--- config.mk ---
export PLATFORM = sky130hd
export DESIGN_NAME = cdb_arbiter
export DESIGN_NICKNAME = d
export VERILOG_FILES = /design/src/rtl/cdb_arbiter_pkg.sv /design/src/rtl/cdb_fifo.sv /design/src/rtl/cdb_arbiter.sv
export SDC_FILE = /design/constraint.sdc
export NUM_CORES = 1
export LEC_CHECK = 0
export BUFFER_PORTS_ARGS = -buffer_cell sky130_fd_sc_hd__buf_4
export CAP_MARGIN = 30
export CELL_PAD_IN_SITES_DETAIL_PLACEMENT = 1
export CELL_PAD_IN_SITES_GLOBAL_PLACEMENT = 1
export CORE_MARGIN = 5
export CORE_UTILIZATION = 50
export DETAILED_ROUTE_END_ITERATION = 12
export PLACE_DENSITY = 0.75
export SYNTH_ARGS = -nofsm -noshare
export SYNTH_HDL_FRONTEND = slang
export SYNTH_HIERARCHICAL = 1
export SYNTH_SLANG_ARGS = --single-unit
export TNS_END_PERCENT = 20
--- constraint.sdc ---
create_clock -name clk -period 8 [get_ports clk]
set_input_delay 1.6 -clock clk [delete_from_list [all_inputs] [get_ports clk]]
set_output_delay 1.6 -clock clk [all_outputs]
set_load 0.005 [all_outputs]
--- src/rtl/cdb_arbiter_pkg.sv ---
// Shared types and defaults for the CDB transmitter: source ids, default widths, the null ROB tag.
package cdb_arbiter_pkg;

  localparam int CDB_DATA_W = 32;
  localparam int CDB_TAG_W  = 4;
  localparam int ZERO_ROB   = 0;

  typedef enum logic {
    SRC_ALU = 1'b0,
    SRC_LS  = 1'b1
  } src_e;

  function automatic src_e other_src(input src_e s);
    return (s == SRC_ALU) ? SRC_LS : SRC_ALU;
  endfunction

endpackage

--- src/rtl/cdb_fifo.sv ---
// Per-source result buffer: circular store with head/tail pointers and an occupancy count.
// Write visible at the head one edge after push; caller must not push when full or pop when empty.
module cdb_fifo #(
  parameter int W     = 36,
  parameter int DEPTH = 4,
  parameter int CW    = $clog2(DEPTH) + 1
) (
  input  logic          clk,
  input  logic          rst,
  input  logic          ena_i,
  input  logic          flush_i,
  input  logic          push_i,
  input  logic          pop_i,
  input  logic [W-1:0]  wdat_i,
  output logic [W-1:0]  head_o,
  output logic          empty_o,
  output logic [CW-1:0] count_o
);

  localparam int PW = (DEPTH > 1) ? $clog2(DEPTH) : 1;

  logic [W-1:0]  mem_q [DEPTH];
  logic [PW-1:0] wr_q, wr_d;
  logic [PW-1:0] rd_q, rd_d;
  logic [CW-1:0] cnt_q, cnt_d;

  // Pointers wrap naturally because DEPTH is a power of two.
  always_comb begin
    wr_d  = wr_q;
    rd_d  = rd_q;
    cnt_d = cnt_q;
    if (flush_i) begin
      wr_d  = '0;
      rd_d  = '0;
      cnt_d = '0;
    end else begin
      if (push_i) wr_d = wr_q + 1'b1;
      if (pop_i)  rd_d = rd_q + 1'b1;
      cnt_d = cnt_q + CW'(push_i) - CW'(pop_i);
    end
  end

  always_ff @(posedge clk) begin
    if (!rst) begin
      wr_q  <= '0;
      rd_q  <= '0;
      cnt_q <= '0;
    end else if (ena_i) begin
      wr_q  <= wr_d;
      rd_q  <= rd_d;
      cnt_q <= cnt_d;
    end
  end

  always_ff @(posedge clk) begin
    if (rst && ena_i && !flush_i && push_i) begin
      mem_q[wr_q] <= wdat_i;
    end
  end

  assign head_o  = mem_q[rd_q];
  assign empty_o = (cnt_q == '0);
  assign count_o = cnt_q;

  a_no_overflow : assert property (@(posedge clk) disable iff (!rst)
    !(ena_i && !flush_i && push_i && !pop_i && (cnt_q == CW'(DEPTH))));
  a_no_underflow : assert property (@(posedge clk) disable iff (!rst)
    !(ena_i && !flush_i && pop_i && (cnt_q == '0)));

endmodule

--- src/rtl/cdb_arbiter.sv ---
// CDB transmitter: buffers ALU and LS results, round-robin selects one per cycle into a registered tag/data broadcast.
// Define CDB_BYPASS_EN to let a winning result that arrives at an empty FIFO skip it (one-edge latency instead of two).
module cdb_arbiter
  import cdb_arbiter_pkg::*;
#(
  parameter int DATA_W = CDB_DATA_W,
  parameter int TAG_W  = CDB_TAG_W,
  parameter int DEPTH  = 4
) (
  input  logic              clk,
  input  logic              rst,
  input  logic              ena,
  input  logic              flush,
  input  logic              alu_valid,
  input  logic [TAG_W-1:0]  alu_tag,
  input  logic [DATA_W-1:0] alu_data,
  output logic              alu_ready,
  input  logic              ls_valid,
  input  logic [TAG_W-1:0]  ls_tag,
  input  logic [DATA_W-1:0] ls_data,
  output logic              ls_ready,
  output logic [TAG_W-1:0]  cdb_tag,
  output logic [DATA_W-1:0] cdb_data
);

  localparam int                W        = TAG_W + DATA_W;
  localparam int                CW       = $clog2(DEPTH) + 1;
  localparam logic [CW-1:0]     FULL_CNT = CW'(DEPTH);
  localparam logic [TAG_W-1:0]  NO_TAG   = TAG_W'(ZERO_ROB);

  logic [W-1:0]  alu_head, ls_head;
  logic          alu_empty, ls_empty;
  logic [CW-1:0] alu_cnt, ls_cnt;

  logic active;
  logic alu_xfer, ls_xfer;
  logic alu_live, ls_live;
  logic alu_byp_cand, ls_byp_cand;
  logic alu_req, ls_req;
  logic grant_alu, grant_ls;
  logic alu_byp, ls_byp;
  logic alu_push, ls_push;
  logic alu_pop, ls_pop;

  src_e              ptr_q, ptr_d;
  logic [TAG_W-1:0]  tag_q, tag_d;
  logic [DATA_W-1:0] data_q, data_d;

  // Ready comes from the registered count only, so a same-cycle pop never opens a slot.
  assign alu_ready = rst & ena & (alu_cnt < FULL_CNT);
  assign ls_ready  = rst & ena & (ls_cnt < FULL_CNT);

  assign active   = rst & ena & ~flush;
  assign alu_xfer = active & alu_valid & alu_ready;
  assign ls_xfer  = active & ls_valid & ls_ready;
  assign alu_live = alu_xfer & (alu_tag != NO_TAG);
  assign ls_live  = ls_xfer & (ls_tag != NO_TAG);

`ifdef CDB_BYPASS_EN
  assign alu_byp_cand = alu_live & alu_empty;
  assign ls_byp_cand  = ls_live & ls_empty;
`else
  assign alu_byp_cand = 1'b0;
  assign ls_byp_cand  = 1'b0;
`endif

  assign alu_req = ~alu_empty | alu_byp_cand;
  assign ls_req  = ~ls_empty | ls_byp_cand;

  always_comb begin
    grant_alu = 1'b0;
    grant_ls  = 1'b0;
    if (alu_req && ls_req) begin
      grant_alu = (ptr_q == SRC_ALU);
      grant_ls  = (ptr_q == SRC_LS);
    end else begin
      grant_alu = alu_req;
      grant_ls  = ls_req;
    end
  end

  assign alu_byp  = grant_alu & alu_byp_cand;
  assign ls_byp   = grant_ls & ls_byp_cand;
  assign alu_pop  = active & grant_alu & ~alu_empty;
  assign ls_pop   = active & grant_ls & ~ls_empty;
  assign alu_push = alu_live & ~alu_byp;
  assign ls_push  = ls_live & ~ls_byp;

  always_comb begin
    ptr_d  = ptr_q;
    tag_d  = tag_q;
    data_d = data_q;
    if (flush) begin
      ptr_d = SRC_ALU;
      tag_d = NO_TAG;
    end else begin
      if (alu_req && ls_req) ptr_d = other_src(ptr_q);
      if (grant_alu) begin
        tag_d  = alu_byp ? alu_tag  : alu_head[DATA_W +: TAG_W];
        data_d = alu_byp ? alu_data : alu_head[DATA_W-1:0];
      end else if (grant_ls) begin
        tag_d  = ls_byp ? ls_tag  : ls_head[DATA_W +: TAG_W];
        data_d = ls_byp ? ls_data : ls_head[DATA_W-1:0];
      end else begin
        tag_d = NO_TAG;
      end
    end
  end

  always_ff @(posedge clk) begin
    if (!rst) begin
      ptr_q  <= SRC_ALU;
      tag_q  <= NO_TAG;
      data_q <= '0;
    end else if (ena) begin
      ptr_q  <= ptr_d;
      tag_q  <= tag_d;
      data_q <= data_d;
    end
  end

  assign cdb_tag  = tag_q;
  assign cdb_data = data_q;

  cdb_fifo #(.W(W), .DEPTH(DEPTH), .CW(CW)) u_alu_fifo (
    .clk     (clk),
    .rst     (rst),
    .ena_i   (ena),
    .flush_i (flush),
    .push_i  (alu_push),
    .pop_i   (alu_pop),
    .wdat_i  ({alu_tag, alu_data}),
    .head_o  (alu_head),
    .empty_o (alu_empty),
    .count_o (alu_cnt)
  );

  cdb_fifo #(.W(W), .DEPTH(DEPTH), .CW(CW)) u_ls_fifo (
    .clk     (clk),
    .rst     (rst),
    .ena_i   (ena),
    .flush_i (flush),
    .push_i  (ls_push),
    .pop_i   (ls_pop),
    .wdat_i  ({ls_tag, ls_data}),
    .head_o  (ls_head),
    .empty_o (ls_empty),
    .count_o (ls_cnt)
  );

endmodule
# After elaboration in Yosys (flattened, before gate mapping)
# Memory sizes are Yosys's and may differ from the RTL's. A register that Yosys moved wholly into a read port is not among the register bits.
# Index checks and enable logic that the tools add are counted.
[op_classes] bitwise=18 n_mux=28 n_addsub=8 reduce_logical=22 magnitude_cmp=2
[ops] operator="2-to-1 mux 32 bit" count=2
[ops] operator="2-to-1 mux 2 bit" count=12
[ops] operator="AND 1 bit" count=14
[ops] operator="2-to-1 mux 4 bit" count=3
[ops] operator="nonzero test 2 bit" count=6
[ops] operator="AND reduction 2 bit" count=5
[ops] operator="2-to-1 mux 1 bit" count=9
[ops] operator="adder 2 x 1 -> 2 bit (second input constant)" count=4
[ops] operator="nonzero test 4 bit" count=2
[ops] operator="adder 3 x 1 -> 3 bit" count=2
[ops] operator="zero test 3 bit" count=2
[ops] operator="< comparator 3 bit (second input constant)" count=2
[ops] operator="2-to-1 mux 3 bit" count=2
[ops] operator="subtractor 3 x 1 -> 3 bit" count=2
[ops] operator="logical AND 1 bit" count=5
[ops] operator="NOT 1 bit" count=4
[ops] operator="AND reduction 3 bit" count=1
[ops] operator="zero test 1 bit" count=1
[totals] inputBits=78 memories=2 wordCells=89 ramBits=288 ff_bits=51
[mem_list] memory="u_alu_fifo.mem_q" words=4 width=36 rd=1 rd_clocked_by_memory_dff=1 wr=1 line="cdb_fifo.sv:22" rtl="logic [W-1:0] mem_q [DEPTH];"
[mem_list] memory="u_ls_fifo.mem_q" words=4 width=36 rd=1 rd_clocked_by_memory_dff=1 wr=1 line="cdb_fifo.sv:22"

# Logic depth before layout (Yosys ltp)
# Gate-level depths: netlist of the first run.
[logic_depth] depth_word=10 mapped_depth=13 depth_no_buf=11

# Modules after synthesis
# The synthesis of the first run kept the hierarchy.
[modules_own_cells] mod="cdb_fifo" seq_area_each_um2=4504.3 cells_each=243 area_each_um2=5755.5 n_inst=2
[modules_own_cells] mod="cdb_arbiter" seq_area_each_um2=740.7 cells_each=227 area_each_um2=2137.0 n_inst=1

# Worst setup path after synthesis of the first run
# No wires, ideal clock.
[synth_path] path_type="input -> register" startpoint="input ena" endpoint="memory u_alu_fifo.mem_q[0][0], enable pin" setup_ns=0.397 stages=6 arrival_time_ns=3.652 slack_ns=3.951 cell_sequence="nor2b_4 > buf_6 > nand2_1 > nor4b_1 > and3_1 > and2_1"
[synth_between] elab_chain_len=8
[synth_lines] element="start: declaration" line="cdb_arbiter.sv:12" rtl="input logic ena,"
[synth_lines] element="AND 1 bit (*)" line="cdb_arbiter.sv:50, cdb_arbiter.sv:53"
[synth_lines] element="AND 1 bit" line="cdb_arbiter.sv:53" rtl="assign active = rst & ena & ~flush;"
[synth_lines] element="AND 1 bit" line="cdb_arbiter.sv:54" rtl="assign alu_xfer = active & alu_valid & alu_ready;"
[synth_lines] element="AND 1 bit (*)" line="cdb_arbiter.sv:54"
[synth_lines] element="AND 1 bit (*)" line="cdb_arbiter.sv:56" rtl="assign alu_live = alu_xfer & (alu_tag != NO_TAG);"
[synth_lines] element="named net alu_live" line="cdb_arbiter.sv:37" rtl="logic alu_live, ls_live;"
[synth_lines] element="logical AND 1 bit (*)" line="cdb_fifo.sv:56" rtl="if (rst && ena_i && !flush_i && push_i) begin"
[synth_lines] element="2-to-1 mux 1 bit (*)" line="cdb_fifo.sv:56"
[synth_lines] element="2-to-1 mux 1 bit (implied by the code) (*)" line="cdb_fifo.sv:57" rtl="mem_q[wr_q] <= wdat_i;"
[synth_lines] element="end: declaration" line="cdb_fifo.sv:22"
# Mark *: on every way through the listed nets, which the timed path passes. The rest lies on a longest branch.

# Worst setup path after layout of the first run
[layout_path] startpoint="input ena" endpoint="register u_alu_fifo.cnt_q[2] (netlist: u_alu_fifo/count_o[2])"
[layout_between] elab_chain_len=8
[layout_lines] element="AND 1 bit (*)" line="cdb_arbiter.sv:50, cdb_arbiter.sv:53"
[layout_lines] element="AND 1 bit" line="cdb_arbiter.sv:53"
[layout_lines] element="AND 1 bit" line="cdb_arbiter.sv:54"
[layout_lines] element="AND 1 bit (*)" line="cdb_arbiter.sv:54"
[layout_lines] element="AND 1 bit (*)" line="cdb_arbiter.sv:56"
[layout_lines] element="named net alu_live" line="cdb_arbiter.sv:37"
[layout_lines] element="adder 3 x 1 -> 3 bit (*)" line="cdb_fifo.sv:39" rtl="cnt_d = cnt_q + CW'(push_i) - CW'(pop_i);"
[layout_lines] element="subtractor 3 x 1 -> 3 bit (*)" line="cdb_fifo.sv:39"
[layout_lines] element="2-to-1 mux 3 bit (*)" line="cdb_fifo.sv:32" rtl="if (flush_i) begin"
[layout_lines] element="end signal: assignment" line="cdb_fifo.sv:51" rtl="cnt_q <= cnt_d;"
[layout_lines] element="end: declaration" line="cdb_fifo.sv:25" rtl="logic [CW-1:0] cnt_q, cnt_d;"
# Marked as above.
# A chain may end at the register's enable or synchronous reset.

==> results.py, run 1 <==
metrics = {
    "sta": {
        "holdWs_ns": 0.4988,
        "layout_min_cycle_time_ns": 4.617,
        "finalCritPeriodShare_pct": 57.71,
        "worstMarginPinSlew_ns": 0.9541,
        "maxSlewViolCount": 0,
        "clock-skew-final_ns": 0.01934,
        "max_freq_ghz": 0.2166,
        "fin_setup_tns_ns": 0,
        "setup_viol": 0,
        "worst_slack_ns": 3.383,
        "hold_viol_final": 0,
        "max-slew-margin-rel_pct": 35.49,
        "rsz0062_at_grt": "false",
    },
    "logic_synthesis": {
        "synthArstFlopShare_pct": 0,
        "syn_nets": 805,
        "syn_area_um2": 13650,
        "yosys_warnings": 6,
        "synth.top_cell.area_share_pct": 63.37,
        "synth.avg_cell_area_um2": 19.14,
        "syn_inst": 713,
        "seq_area_frac_synth_pct": 71.43,
        "ys_ff_latch": 343,
        "yosys.area.top_type": "edfxtp_1",
        "synthTopCellsByArea": "edfxtp_1 63%, mux4_2 9.9%, dfxtp_1 8.1%",
        "synthFlopType": "edfxtp_1",
        "yosysUniqueCellTypes": 49,
        "synth_edf_count": 288,
    },
    "clocking": {
        "cts_root_buffer": "clkbuf_16",
        "cts_buffers": 36,
        "h-tree-depth": 2,
        "clock_path_buffers": 3,
        "cts_sinks": 343,
        "holdBufCountCts": 0,
        "cts_resized": 0,
        "clk_latency_ns": 0.51,
        "postCtsSetupBuffers": 0,
        "cts_tree": "yes",
        "cts.reportedPaths.clkPinSlew_ns": 0.06,
    },
    "power": {
        "switchingPower_uw": 695.4,
        "power_density_nw_per_um2": 226.7,
        "p_total_uw": 3593,
        "leakagePower_uw": 0.005324,
        "power_frac_seq_pct": 54.0,
        "p_comb_share_pct": 2.2,
        "internal_power_uw": 2898,
        "p_sw_share_pct": 19.35,
        "clkPwrFrac_pct": 43.8,
        "worst_ir_drop_vdd_v": 0.0001472,
    },
    "routing": {
        "drc_errors": 0,
        "post_drt_wl_per_cell_um": 24.51,
        "routed_via_density": 5.900,
        "drt_iter0_markers": 547,
        "wl_met2_mm": 15.49,
        "via_count": 7110,
        "routed_wl_mm": 29.53,
        "wirelength_met1_mm": 11.87,
        "met3_length_mm": 1.476,
        "drt_pass1_iterations": 4,
        "ant_nets": 0,
        "top_layer": "met4",
    },
    "place": {
        "dp_hpwl_mm": 19.06,
        "pre_cts_ws_ns": 2.939,
        "portBuffers": 115,
        "gp_congestion": 0.8262,
        "placedCellCount": 1139,
    },
    "global_route": {
        "antenna_found_initial": 0,
        "grt.total_usage_pct": 19.38,
        "grt_pass1_vias": 7940,
        "overflow": 0,
        "grt_pass1_wl_mm": 46.06,
        "grt_max_degree": 57,
    },
    "run_status": {
        "status": "complete, no violations",
    },
    "worst_setup_path": {
        "reg2reg_from": "u_ls_fifo/count_o[1]",
        "critPathMaxFanout": 36,
        "crit_path_start_kind": "input port",
        "startpoint": "ena",
        "worstSetupEndpointType": "flip-flop",
        "r2r_slack_ns": 4.63,
        "critPathKind": "in2reg",
        "arrival_ns": 5.04,
        "required_ns": 8.42,
    },
    "final_layout": {
        "layout-drive-gt1-share_pct": 29.05,
        "insertedDiodeCount": 0,
        "nets": 928,
        "multiInputGateArea_um2": 3379,
        "fin_cells": 1205,
        "final_cell_mix": "288 x edfxtp_1, 129 x buf_4, 60 x mux4_2",
        "fillers": 2346,
        "syn_to_final_growth_pct": 16.13,
        "layout_commonest_cell": "edfxtp_1",
        "ff_latch_area_um2": 9752,
    },
    "min_path": {
        "min_from": "cdb_tag[0]",
        "hp-class": "reg2reg",
    },
    "floorplanning": {
        "dieArea_um2": 30700,
        "fp.dieH_um": 175.2,
        "rows": 60,
        "die_w_um": 175.2,
        "boundaryPins": 116,
        "initial_utilization_pct": 50.64,
        "coreArea_um2": 26950,
    },
    "run": {
        "drv_cap": 0,
    },
}
[per-layer routing]
metal / vias up / track usage (%)
met4: 0 / 5.336
li1: 3173 / -
met1: 3727 / 24.67
met3: 44 / 3.656
met5: - / 0
met2: 166 / 34.24
[logic make-up after synthesis]
kind of cell / Yosys count / synth area share, %
flip-flops: 343 / 71.43
AO/OA/AOI/OAI: 129 / 8.205
buffers and inverters: 92 / 3.841
multiplexers: 72 / 12.21
AND/OR/NAND/NOR: 61 / 2.787
adder cells (fa/ha/maj): 14 / 1.393
XOR/XNOR: 2 / 0.1284
[per-stage QoR]
stage	instance area, µm²	utilization [%]
after floorplan	13650	-
after global placement	14700	54.55
after detailed placement	14730	54.66
after CTS	15850	58.81
after global routing	15850	58.81
final	15850	58.81
[power by group through the flow]
| stage | clock, µW | combinational (µW) | sequential [µW] |
|---|---|---|---|
| after CTS | 1610 | 81.2 | 1940 |
| after global placement | 0 | 74.0 | 1980 |
| after detailed placement | 0 | 80.8 | 1980 |
| after floorplan | 0 | 21.7 | 1980 |
| final | 1570 | 80.5 | 1940 |
| after global routing | 1710 | 87.6 | 1940 |
[worst paths after layout]
kind | cells after the start | to
max reg2reg | 12 | u_alu_fifo/count_o[2]
min | 2 | cdb_tag[0]
min reg2reg | 2 | cdb_tag[0]
max | 10 | u_alu_fifo/count_o[2]
[cell usage after synthesis, types with 4 or more instances]
library cell    n
mux4_1         12
buf_12          6
nand3b_1        6
dfxtp_1        55
buf_2          18
clkbuf_1       11
o21ai_1         4
nor3_1          5
mux4_2         60
o21ai_0         4
a21boi_0       27
nand2_1         8
buf_6           7
o311ai_1       29
ha_1           12
and3_1          5
a21boi_1       12
nor2b_1         8
edfxtp_1      288
o221a_1        32
a32oi_1         6
and2_1         10
inv_1          46
[layout make-up]
type | count | share of cell area (%)
well taps | 341 | 2.692
multi-input cells | 278 | 21.32
clock buffers | 54 | 6.497
repair buffers | 130 | 6.284
flip-flops and latches | 343 | 61.53
inverters | 47 | 1.113
clock inverters | 12 | 0.5605
[critical path: stages]
cell      delay [ns]
buf_4           0.23
nor2b_4         0.69
nand2_1         0.29
nor4b_1         0.88
ha_1            0.27
inv_1           0.05
fa_1            0.37
xnor2_1         0.16
or3_1           0.31
a21boi_0        0.17
[flip-flops by register name, summed over array words and instances, names as in the netlist, named ones only]
register / count
u_alu_fifo/mem_q: 144
cdb_tag: 4
u_ls_fifo/rd_q: 2
cdb_data: 32
u_ls_fifo/wr_q: 2
u_ls_fifo/mem_q: 144
u_alu_fifo/count_o: 3
u_alu_fifo/rd_q: 2
u_ls_fifo/count_o: 3
ptr_q: 1
u_alu_fifo/wr_q: 2
Power figures use the tool's default switching activity.
==> inputs of run 2 (changes only) <==
Settings changed: CORE_UTILIZATION 50 to 46, PLACE_DENSITY 0.75 to 0.73.
Clock period 8 ns to 3.9 ns, I/O delays scaled along.
==> run 2 against run 1 <==
Compared with the run above:
- worst setup slack lost 2.8 ns
- sequential power rose by 110%
- sequential cell count is the same
- cell area up 0.32%
- clock power is 100% higher
- total power grew 100%
- register-to-register slack worse by 4.0 ns
==> results.py, run 2 (synthesized netlist as in run 1, its figures left out) <==
metrics = {
    "final_layout": {
        "fillers": 2678,
        "insertedDiodeCount": 0,
        "final_cell_mix": "288 x edfxtp_1, 134 x buf_4, 60 x mux4_2",
        "layout-drive-gt1-share_pct": 29.10,
        "fin_area_um2": 15900,
        "layout_commonest_cell": "edfxtp_1",
        "syn_to_final_growth_pct": 16.49,
        "nets": 933,
    },
    "routing": {
        "wirelength_met1_mm": 12.42,
        "post_drt_wl_per_cell_um": 24.23,
        "top_layer": "met4",
        "routed_wl_mm": 30.44,
        "drt_iter0_markers": 467,
        "drc_errors": 0,
        "ant_nets": 0,
        "drt_pass1_iterations": 4,
        "wl_met2_mm": 16.25,
        "met3_length_mm": 1.312,
        "via_count": 7147,
        "routed_via_density": 5.690,
    },
    "worst_setup_path": {
        "critPathKind": "reg2reg",
        "crit_path_start_kind": "flip-flop",
        "cpPeakStageDelay_ns": 0.60,
        "worstSetupEndpointType": "flip-flop",
        "arrival_ns": 3.73,
        "slowest_stage": "nor3_1",
        "required_ns": 4.34,
        "cp_cell_sequence": "nor3_1, nor2b_2, buf_4, nor3_1, ha_1, inv_1, ha_1, inv_1, fa_1, xnor2_1, or3_1, a21boi_0",
        "critPathMaxFanout": 33,
    },
    "sta": {
        "setup_viol": 0,
        "layout_min_cycle_time_ns": 3.296,
        "fin_setup_tns_ns": 0,
        "maxSlewViolCount": 0,
        "hold_viol_final": 0,
        "rsz0062_at_grt": "false",
        "finalCritPeriodShare_pct": 84.52,
        "worstMarginPinSlew_ns": 0.9582,
        "clock-skew-final_ns": 0.01639,
        "max_freq_ghz": 0.3034,
        "max-slew-margin-rel_pct": 36.12,
    },
    "floorplanning": {
        "rows": 63,
        "dieArea_um2": 33220,
        "coreArea_um2": 29480,
        "initial_utilization_pct": 46.29,
        "boundaryPins": 116,
        "fp.dieH_um": 182.3,
        "die_w_um": 182.3,
    },
    "clocking": {
        "h-tree-depth": 2,
        "cts_buffers": 37,
        "postCtsSetupBuffers": 0,
        "clk_latency_ns": 0.52,
        "clock_path_buffers": 3,
        "cts.reportedPaths.clkPinSlew_ns": 0.06,
        "cts_sinks": 343,
        "holdBufCountCts": 0,
        "cts_tree": "yes",
        "cts_resized": 0,
        "cts_root_buffer": "clkbuf_16",
    },
    "run_status": {
        "status": "complete, no violations",
    },
    "place": {
        "placed_cell_area_um2": 14800,
        "portBuffers": 115,
        "dp_hpwl_mm": 19.82,
        "gp_congestion": 0.7839,
    },
    "global_route": {
        "antenna_found_initial": 0,
        "grt.total_usage_pct": 18.28,
        "grt_pass1_vias": 7814,
        "overflow": 0,
        "grt_max_degree": 42,
        "grt_pass1_wl_mm": 46.67,
    },
    "power": {
        "internal_power_uw": 5922,
        "p_sw_share_pct": 19.40,
        "clkPwrFrac_pct": 43.6,
        "switchingPower_uw": 1425,
        "power_density_nw_per_um2": 462.1,
        "leakagePower_uw": 0.005322,
        "power_frac_seq_pct": 54.1,
        "worst_ir_drop_vdd_v": 0.0003118,
        "p_comb_share_pct": 2.3,
    },
    "min_path": {
        "hp-class": "in2reg",
    },
    "run": {
        "drv_cap": 0,
    },
}
## run 2: layout make-up
cell class	count	area (µm²)	area share [%]
clock buffer	46	959.7	6.036
clock inverter	18	136.4	0.8578
inverter	47	176.4	1.110
multi-input combinational	278	3379	21.26
sequential	343	9753	61.34
tap	390	488.0	3.069
timing repair buffer	134	1006	6.327
## run 2: per-layer routing
layer / vias to the layer above / GRT usage (%)
met4: 0 / 3.903
met2: 176 / 32.58
met1: 3762 / 23.40
met3: 33 / 3.588
li1: 3176 / -
met5: - / 0
## run 2: per-stage QoR
step           utilization, %  total power [µW]  worst slack (ns)  hold slack, ns  std cells
6_report                53.93              7348            0.6038          0.4608       1256
5_1_grt                 53.93              7617            0.3533          0.4372       1256
4_1_cts                 53.93              7428            0.6083          0.4427       1256
3_5_place_dp            50.21              4224            0.4603          0.4916       1192
3_3_place_gp            50.21              4210            0.6216          0.4795       1192
2_1_floorplan               -              4099            0.6715          0.4685        713
## run 2: path summary, 6_finish.rpt
check / from / end / slack [ns] / depth (start not counted)
max: u_ls_fifo/count_o[1] / u_alu_fifo/count_o[2] / 0.60 / 12
min: ls_data[16] / u_ls_fifo/mem_q[1][16] / 0.46 / 1
max reg2reg: u_ls_fifo/count_o[1] / u_alu_fifo/count_o[2] / 0.60 / 12
min reg2reg: cdb_tag[3] / cdb_tag[3] / 0.50 / 2
## run 2: critical path, delay by kind of cell (launching register included)
kind	cells	cell delay, ns
simple gates	4	1.36
fa+ha+maj	3	0.84
buf+inv	3	0.37
flops	1	0.36
xor+xnor	1	0.15
compound gates	1	0.15
## run 2: power groups by stage
stage	clock network, µW	logic [µW]	registers, µW
finish	3200	168	3980
global route	3460	183	3980
CTS	3280	170	3980
detailed placement	0	169	4060
global placement	0	155	4050
floorplan	0	44.5	4050
